**src/rtl/seq_detect_ctrl.sv**
```systemverilog
// Byte-fed controller that serialises bytes MSB-first into a PAT_W-bit sequence matcher.
// Define SEQ_DETECT_CTRL_ABORT_EN to add the abort input; default build has no abort port.
module seq_detect_ctrl #(
   parameter int PAT_W = 4,
   parameter int CNT_W = 8
) (
   input  logic             clk,
   input  logic             reset,
   input  logic             start,
   input  logic [PAT_W-1:0] pattern,
   input  logic             overlap,
   input  logic [7:0]       num_bytes,
`ifdef SEQ_DETECT_CTRL_ABORT_EN
   input  logic             abort,
`endif
   input  logic             in_valid,
   input  logic [7:0]       in_data,
   output logic             in_ready,
   output logic             z,
   output logic [CNT_W-1:0] match_cnt,
   output logic             busy,
   output logic             done
);

   typedef enum logic [1:0] {IDLE, LOAD, SHIFT, DONE} state_t;

   localparam logic [3:0] FULL = 4'(PAT_W);

   state_t           state;
   logic [PAT_W-1:0] pat_q;
   logic [PAT_W-1:0] hist;
   logic [PAT_W-1:0] hist_nxt;
   logic             ovl_q;
   logic [7:0]       bytes_left;
   logic [7:0]       byte_q;
   logic [2:0]       bit_idx;
   logic [3:0]       fill;
   logic [3:0]       fill_nxt;
   logic             hit;
   logic             abort_req;

   // Match is judged on the post-shift history so z can be registered on the same edge.
   always_comb begin
      hist_nxt = {hist[PAT_W-2:0], byte_q[bit_idx]};
      fill_nxt = (fill == FULL) ? FULL : fill + 4'd1;
      hit      = (fill_nxt == FULL) && (hist_nxt == pat_q);
   end

`ifdef SEQ_DETECT_CTRL_ABORT_EN
   always_comb abort_req = abort;
`else
   always_comb abort_req = 1'b0;
`endif

   always_ff @(posedge clk) begin
      if (!reset) begin
         state      <= IDLE;
         pat_q      <= '0;
         ovl_q      <= 1'b0;
         bytes_left <= '0;
         byte_q     <= '0;
         bit_idx    <= '0;
         hist       <= '0;
         fill       <= '0;
         in_ready   <= 1'b0;
         z          <= 1'b0;
         match_cnt  <= '0;
         busy       <= 1'b0;
         done       <= 1'b0;
      end else begin
         z    <= 1'b0;
         done <= 1'b0;
         case (state)
            IDLE: begin
               if (start) begin
                  pat_q      <= pattern;
                  ovl_q      <= overlap;
                  bytes_left <= num_bytes;
                  match_cnt  <= '0;
                  hist       <= '0;
                  fill       <= '0;
                  busy       <= 1'b1;
                  if (num_bytes == 8'd0) begin
                     state <= DONE;
                     done  <= 1'b1;
                  end else begin
                     state    <= LOAD;
                     in_ready <= 1'b1;
                  end
               end
            end
            LOAD: begin
               if (abort_req) begin
                  state    <= DONE;
                  in_ready <= 1'b0;
                  done     <= 1'b1;
               end else if (in_valid) begin
                  byte_q   <= in_data;
                  bit_idx  <= 3'd7;
                  in_ready <= 1'b0;
                  state    <= SHIFT;
               end
            end
            SHIFT: begin
               if (abort_req) begin
                  state <= DONE;
                  done  <= 1'b1;
               end else begin
                  hist <= hist_nxt;
                  fill <= (hit && !ovl_q) ? 4'd0 : fill_nxt;
                  if (hit) begin
                     z <= 1'b1;
                     if (match_cnt != '1) match_cnt <= match_cnt + CNT_W'(1);
                  end
                  if (bit_idx == 3'd0) begin
                     bytes_left <= bytes_left - 8'd1;
                     if (bytes_left == 8'd1) begin
                        state <= DONE;
                        done  <= 1'b1;
                     end else begin
                        state    <= LOAD;
                        in_ready <= 1'b1;
                     end
                  end else begin
                     bit_idx <= bit_idx - 3'd1;
                  end
               end
            end
            DONE: begin
               state <= IDLE;
               busy  <= 1'b0;
            end
            default: state <= IDLE;
         endcase
      end
   end

endmodule

```
**config.mk**
```make
export PLATFORM = sky130hd
export DESIGN_NAME = seq_detect_ctrl
export DESIGN_NICKNAME = d
export VERILOG_FILES = /design/src/rtl/seq_detect_ctrl.sv
export SDC_FILE = /design/constraint.sdc
export NUM_CORES = 1
export LEC_CHECK = 0
export CAP_MARGIN = 10
export CORE_MARGIN = 2
export CORE_UTILIZATION = 50
export DETAILED_ROUTE_END_ITERATION = 10
export GPL_ROUTABILITY_DRIVEN = 0
export GPL_TIMING_DRIVEN = 0
export PLACE_DENSITY = 0.74
export SLEW_MARGIN = 20
export SYNTH_ARGS = -nofsm -noshare
export SYNTH_HDL_FRONTEND = slang
export SYNTH_SLANG_ARGS = --single-unit
```
**constraint.sdc**
```tcl
create_clock -name clk -period 6.6 [get_ports clk]
set_clock_uncertainty 0.2 [all_clocks]
set_input_delay 0.99 -clock clk [delete_from_list [all_inputs] [get_ports clk]]
set_output_delay 0.99 -clock clk [all_outputs]
set_load 0.01 [all_outputs]
```
==> impl_metrics.yaml, run 1 <==
logic_synthesis:
  synthTopCellsByArea: "sky130_fd_sc_hd__dfxtp_1 38%, sky130_fd_sc_hd__nor2_1 5.2%, sky130_fd_sc_hd__mux2i_1 5.1%"
  synth_flop_cell: "sky130_fd_sc_hd__dfxtp_1"
  avgSynthCellArea_um2: 8.273
  syn-cell-area_um2: 2366
  ys_async_sr_fraction_pct: 0
  netlist.top_cell.by_area: "sky130_fd_sc_hd__dfxtp_1"
  synthesis.nets: 318
  ys_seq_area_share_pct: 38.08
  synth_largest_type_area_fraction_pct: 38.08
  synthMostInstantiatedCell: "sky130_fd_sc_hd__dfxtp_1"
  count_of_flip_flops_with_a_built_in_enable_after_synthesis: 0
  yosysWarnings: 0
  post_syn_instances: 286
  ff_latch_count_synth: 45
  yosysUniqueCellTypes: 55
  yosys-top-cells-count: "45 x sky130_fd_sc_hd__dfxtp_1, 33 x sky130_fd_sc_hd__nor2_1, 29 x sky130_fd_sc_hd__nand2_1"
sta:
  totalNegativeSetupSlack_ns: 0
  slew_violations: 0
  maxClockFrequency_ghz: 0.3482
  finalHoldViolCount: 0
  period_share_pct: 43.51
  setup_viol_count_final: 0
  minimum_clock_period_after_layout_ns: 2.872
  rsz_0062_raised_after_global_routing: "no"
  worst_slew_margin_rel_pct: 57.63
  finalWorstSetupSlack_ns: 3.728
  tightestPinTransition_ns: 0.6356
status:
  outcome: "complete, no violations"
routing:
  drt_pre_antenna_iters: 4
  first_iter_violations: 117
  drc_errors: 0
  via_per_inst: 5.632
  drt_wl_total_mm: 5.303
  antenna_violation_net_count_after_detailed_routing: 0
  wl_per_cell_um: 13.85
  dr_total_vias: 2157
cts:
  cts-resized-gates: 0
  path_clk_slew_ns: 0.08
  tritoncts_clock_tree: "built"
  holdBufCountCts: 0
  clk_path_buf_depth: 2
  cts_setup_buffers: 0
  ctsHtreeMaxLevel: 2
  clk_latency_ns: 0.30
  tritoncts_num_sinks: 45
  tritoncts.num_buffers: 5
  cts-root-buf: "sky130_fd_sc_hd__clkbuf_8"
power:
  max-vdd-ir-drop_mv: 0.1531
  p_leak_nw: 1.060
  cellPowerDensity_nw_per_um2: 245.1
  totalPowerFinal_w: 0.0007108
cells_and_area:
  regArea_um2: 900.9
  final_core_util_pct: 62.65
  multiInputGateArea_um2: 1346
  drive_gt1_share_pct: 5.775
  area_growth_pct: 22.58
  final_nets: 360
  num_antenna_cells: 0
  layout.filler_cells: 447
die:
  fp.dieH_um: 72.79
  floorplan.die.width_um: 72.79
  die_area_um2: 5298
  rows: 25
  boundaryPins: 37
  initial_core_utilization_pct: 51.11
  core_um2: 4629
placement:
  place_ws_ns: 3.485
  io_buffers: 35
  hpwl_mm: 3.852
min_path:
  worst_hold_path_type: "reg2reg"
critical_path:
  cp_data_arrival_time_ns: 2.87
  critPathMaxFanout: 5
  end_kind: "flop"
  crit_path_start_kind: "input pin"
  category_of_the_critical_setup_timing_path: "in2reg"
  cp_data_required_time_ns: 6.60
global_route:
  grt_overflow_total: 0
  groute.usage.overall_pct: 20.86
  global_route_wire_length_before_repair_mm: 8.742
  grt_max_degree: 14
  initial_antenna_violation_count: 0
  grt_pass1_vias: 1918
flow_run:
  timing.max_cap.violations: 0
[critical path, stage by stage]
cell                              delay (ns)
sky130_fd_sc_hd__clkdlybuf4s50_1        0.53
sky130_fd_sc_hd__nand2b_1               0.14
sky130_fd_sc_hd__or2b_2                 0.37
sky130_fd_sc_hd__o21ai_0                0.35
sky130_fd_sc_hd__a211o_1                0.18
sky130_fd_sc_hd__o21ai_0                0.07
sky130_fd_sc_hd__a211oi_1               0.25
[cell usage in the layout (no fill, tap or decap), drive strengths merged, types with 3 or more instances in the layout]
master / netlist / routed
dfxtp: 45 / 45
clkdlybuf4s50: 0 / 35
nor2: 33 / 33
nand2: 29 / 29
a21oi: 23 / 23
clkbuf: 13 / 20
o21ai: 18 / 18
nand3: 16 / 16
mux2i: 12 / 12
inv: 11 / 11
nor3: 8 / 8
a211oi: 7 / 7
ha: 7 / 7
xor2: 5 / 5
nand2b: 4 / 4
nand4: 4 / 4
or4: 4 / 4
a31oi: 4 / 4
a221oi: 3 / 3
o211ai: 3 / 3
nor3b: 3 / 3
[flip-flops by register name, summed over array words and instances, names as in the netlist]
signal / cells
bit_idx: 3
fill: 4
state: 2
hist: 3
ovl_q: 1
pat_q: 4
done: 1
z: 1
byte_q: 8
in_ready: 1
busy: 1
bytes_left: 8
match_cnt: 8
[layer usage]
| layer | routed length, um | GRT usage (%) | share of wire, % |
|---|---|---|---|
| met3 | 314 | 4.282 | 5.9 |
| met2 | 2335 | 31.62 | 44 |
| met5 | 0 | 0 | 0 |
| met1 | 2563 | 29.78 | 48 |
| met4 | 89 | 6.584 | 1.7 |
[metrics by stage]
stage               hold slack, ns  area (um^2)  cells
global placement            0.2605         2784    375
finish                      0.2734         2900    383
CTS                         0.2757         2900    383
floorplan                   0.2362         2366    286
global route                0.2911         2900    383
detailed placement          0.2635         2784    375
[cells by family after synthesis]
| group | Yosys count | synth area share (%) |
|---|---|---|
| AOI/OAI and AO/OA | 73 | 20.84 |
| buffers and inverters | 27 | 5.023 |
| and+or+nand+nor | 115 | 24.33 |
| DFF | 45 | 38.07 |
| adders and majority gates | 7 | 3.702 |
| muxes | 14 | 6.187 |
| xor gates and xnor gates | 5 | 1.851 |
[final timing paths]
kind                         startpoint                         to  slack (ns)  cells after the start
setup reg to reg   fill[0]$_SDFFE_PN0P_  match_cnt[5]$_SDFFE_PN0P_        3.94                      7
hold / removal    pat_q[3]$_SDFFE_PN0P_      pat_q[3]$_SDFFE_PN0P_        0.27                      2
setup / recovery                  start      in_ready$_SDFFE_PN0P_        3.73                      7
hold reg to reg   pat_q[3]$_SDFFE_PN0P_      pat_q[3]$_SDFFE_PN0P_        0.27                      2
[final cells by class]
| class | count | area share [%] |
|---|---|---|
| Multi-Input combinational cell | 214 | 46.42 |
| Sequential cell | 45 | 31.06 |
| Timing Repair Buffer | 35 | 12.08 |
| Clock buffer | 7 | 2.977 |
| Buffer | 15 | 2.545 |
| Tap cell | 54 | 2.330 |
| Inverter | 12 | 1.553 |
| Clock inverter | 1 | 1.035 |
[where the power goes]
group / switching (W) / internal (W) / total, W
logic: 0.000108 / 0.0000767 / 0.000185
registers: 0.0000177 / 0.000293 / 0.000311
clock network: 0.0000912 / 0.000123 / 0.000215
total: 0.000217 / 0.000494 / 0.000711
Note: power is estimated with default switching activity, not from simulation.
==> run 2: changes to the inputs <==
--- a/config.mk
+++ b/config.mk
@@ -7,7 +7,7 @@
 export LEC_CHECK = 0
 export CAP_MARGIN = 10
 export CORE_MARGIN = 2
-export CORE_UTILIZATION = 50
+export CORE_UTILIZATION = 48
 export DETAILED_ROUTE_END_ITERATION = 10
 export GPL_ROUTABILITY_DRIVEN = 0
 export GPL_TIMING_DRIVEN = 0
==> constraint.sdc (replaced) <==
create_clock -name clk -period 2.57 [get_ports clk]
set_clock_uncertainty 0.2 [all_clocks]
set_input_delay 0.3855 -clock clk [delete_from_list [all_inputs] [get_ports clk]]
set_output_delay 0.3855 -clock clk [all_outputs]
set_load 0.01 [all_outputs]
==> impl_metrics.yaml, run 2 (synthesis gave the netlist of run 1 again) <==
status:
  outcome: "complete, no violations"
routing:
  antenna_violation_net_count_after_detailed_routing: 0
  drt_wl_total_mm: 5.295
  drt_pre_antenna_iters: 5
  dr_total_vias: 2225
  first_iter_violations: 137
  via_per_inst: 5.576
  wl_per_cell_um: 13.27
  drc_errors: 0
cts:
  tritoncts_num_sinks: 45
  tritoncts_clock_tree: "built"
  cts-root-buf: "sky130_fd_sc_hd__clkbuf_8"
  ctsHtreeMaxLevel: 2
  path_clk_slew_ns: 0.09
  clk_latency_ns: 0.30
  tritoncts.num_buffers: 5
  clk_path_buf_depth: 2
die:
  initial_core_utilization_pct: 50.09
  core_um2: 4723
  die_area_um2: 5507
  boundaryPins: 37
  fp.dieH_um: 74.21
  rows: 25
  floorplan.die.width_um: 74.21
flow_run:
  timing.max_cap.violations: 0
sta:
  totalNegativeSetupSlack_ns: 0
  worst_slew_margin_rel_pct: 57.69
  maxClockFrequency_ghz: 0.3982
  finalHoldViolCount: 0
  tightestPinTransition_ns: 0.6346
  rsz_0062_raised_after_global_routing: "yes"
  period_share_pct: 97.71
  slew_violations: 0
  setup_viol_count_final: 0
  minimum_clock_period_after_layout_ns: 2.511
critical_path:
  critPathLaunch: "fill[1]$_SDFFE_PN0P_"
  crit_cells: 7
  cp_data_arrival_time_ns: 2.55
  timing.critical_path.slowest_stage_cell: "sky130_fd_sc_hd__or4_4"
  category_of_the_critical_setup_timing_path: "reg2reg"
  setup.reg_to_reg.worst_slack_ns: 0.06
  crit-reg2reg-capture: "match_cnt[5]$_SDFFE_PN0P_"
  timing.critical_path.to: "match_cnt[5]$_SDFFE_PN0P_"
  cp_cell_instances: "inv_1 > ha_1 > or4_4 > nor3b_4 > o211ai_4 > or4_4 > o21ai_2"
  worst_path_largest_cell_delay_ns: 0.55
  critPathMaxFanout: 5
  end_kind: "flop"
  critPathBufInv: 1
  crit_path_start_kind: "flop"
  cp_data_required_time_ns: 2.61
  timing.rr.start: "fill[1]$_SDFFE_PN0P_"
  reg2reg_path_depth: 7
  crit_family: "simple AND/OR/NAND/NOR gates"
  path_common_cell: "sky130_fd_sc_hd__or4_4"
cells_and_area:
  final_nets: 363
  num_antenna_cells: 0
  final_cell_mix: "43 x sky130_fd_sc_hd__dfxtp_1, 35 x sky130_fd_sc_hd__clkdlybuf4s50_1, 33 x sky130_fd_sc_hd__nor2_1"
  multiInputGateArea_um2: 1365
  drive_gt1_share_pct: 8.735
  area_growth_pct: 24.22
  final_core_util_pct: 62.23
  regArea_um2: 905.9
  commonest_non_fill_non_tap_cell_in_the_layout: "sky130_fd_sc_hd__dfxtp_1"
  biggestRegsByFlops: "byte_q: 8 flops, bytes_left: 8 flops, match_cnt: 8 flops"
  layout.filler_cells: 441
global_route:
  grt_max_degree: 16
  global_route_wire_length_before_repair_mm: 9.080
  grt_pass1_vias: 1997
  grt_overflow_total: 0
  initial_antenna_violation_count: 0
  groute.usage.overall_pct: 20.94
power:
  p_leak_nw: 1.072
  max-vdd-ir-drop_mv: 0.3537
  cellPowerDensity_nw_per_um2: 586.2
placement:
  hpwl_mm: 3.895
  io_buffers: 35
min_path:
  worst_hold_path_type: "in2reg"
-- run 2: changes by cell type in the layout (fill, tap and decap cells not counted), sizes merged --
cell / previous run / this run
buf: 2 / 5
clkinv: 1 / 4
clkbuf: 20 / 18
bufinv: 1 / 0
-- run 2: per-stage QoR --
step / power [W] / hold slack (ns) / instances / setup WS, ns / area (um^2)
2_1_floorplan: 0.001146 / 0.2362 / 286 / 0.09584 / 2366
3_3_place_gp: 0.001274 / 0.2459 / 388 / -0.01716 / 2800
3_5_place_dp: 0.001285 / 0.2513 / 388 / -0.07158 / 2800
4_1_cts: 0.001732 / 0.1562 / 399 / 0.02142 / 2930
5_1_grt: 0.001831 / 0.1624 / 399 / -0.01349 / 2939
6_report: 0.001723 / 0.1586 / 399 / 0.05876 / 2939
-- run 2: worst register-to-register path, cell delays in order, from the launching register on --
cell and delay, ns:
sky130_fd_sc_hd__dfxtp_2 0.36, sky130_fd_sc_hd__inv_1 0.04, sky130_fd_sc_hd__ha_1 0.28, sky130_fd_sc_hd__or4_4 0.55, sky130_fd_sc_hd__nor3b_4 0.32, sky130_fd_sc_hd__o211ai_4 0.15
sky130_fd_sc_hd__or4_4 0.43, sky130_fd_sc_hd__o21ai_2 0.12
-- run 2: worst min path at each step --
| stage | from | endpoint | slack (ns) | cells after the start |
|---|---|---|---|---|
| 2_1_floorplan | ovl_q$_SDFFE_PN0P_ | ovl_q$_SDFFE_PN0P_ | 0.24 | 2 |
| 3_3_place_gp | ovl_q$_SDFFE_PN0P_ | ovl_q$_SDFFE_PN0P_ | 0.25 | 2 |
| 3_5_place_dp | ovl_q$_SDFFE_PN0P_ | ovl_q$_SDFFE_PN0P_ | 0.25 | 2 |
| 4_1_cts | reset | match_cnt[3]$_SDFFE_PN0P_ | 0.16 | 2 |
| 5_1_grt | reset | match_cnt[3]$_SDFFE_PN0P_ | 0.16 | 2 |
| 6_report | reset | match_cnt[3]$_SDFFE_PN0P_ | 0.16 | 2 |
-- run 2: per-layer routing --
metal  global-route usage, %  vias to the layer above  share of wire [%]
met5                       0                        -                  0
met4                   6.944                        0                1.4
met3                   4.201                        7                5.3
met2                   32.14                       60                 45
met1                   29.66                     1020                 49
li1                        -                     1138                  -
-- run 2: area by class of cell --
cell class / count / area share (%)
Buffer: 15 / 2.554
Clock buffer: 5 / 2.341
Tap cell: 67 / 2.852
Sequential cell: 45 / 30.82
Inverter: 12 / 1.533
Clock inverter: 3 / 0.7663
Multi-Input combinational cell: 214 / 46.45
Timing Repair Buffer: 38 / 12.69
-- run 2: what timing repair did --
| item | CTS | global route |
|---|---|---|
| pin swaps | 2 | 2 |
| hold buffers | 0 | 0 |
| resized for setup | 5 | 5 |
| gates cloned | 0 | 0 |
| setup endpoints to repair | 4 | 7 |
| hold endpoints to repair | 0 | 0 |
| buffers inserted | 3 | 0 |
-- run 2: report_power, final --
group	leakage, nW	internal [W]	switching [W]
Combinational	0.656	0.000204	0.000280
Sequential	0.368	0.000754	0.0000439
Clock	0.0481	0.000193	0.000248
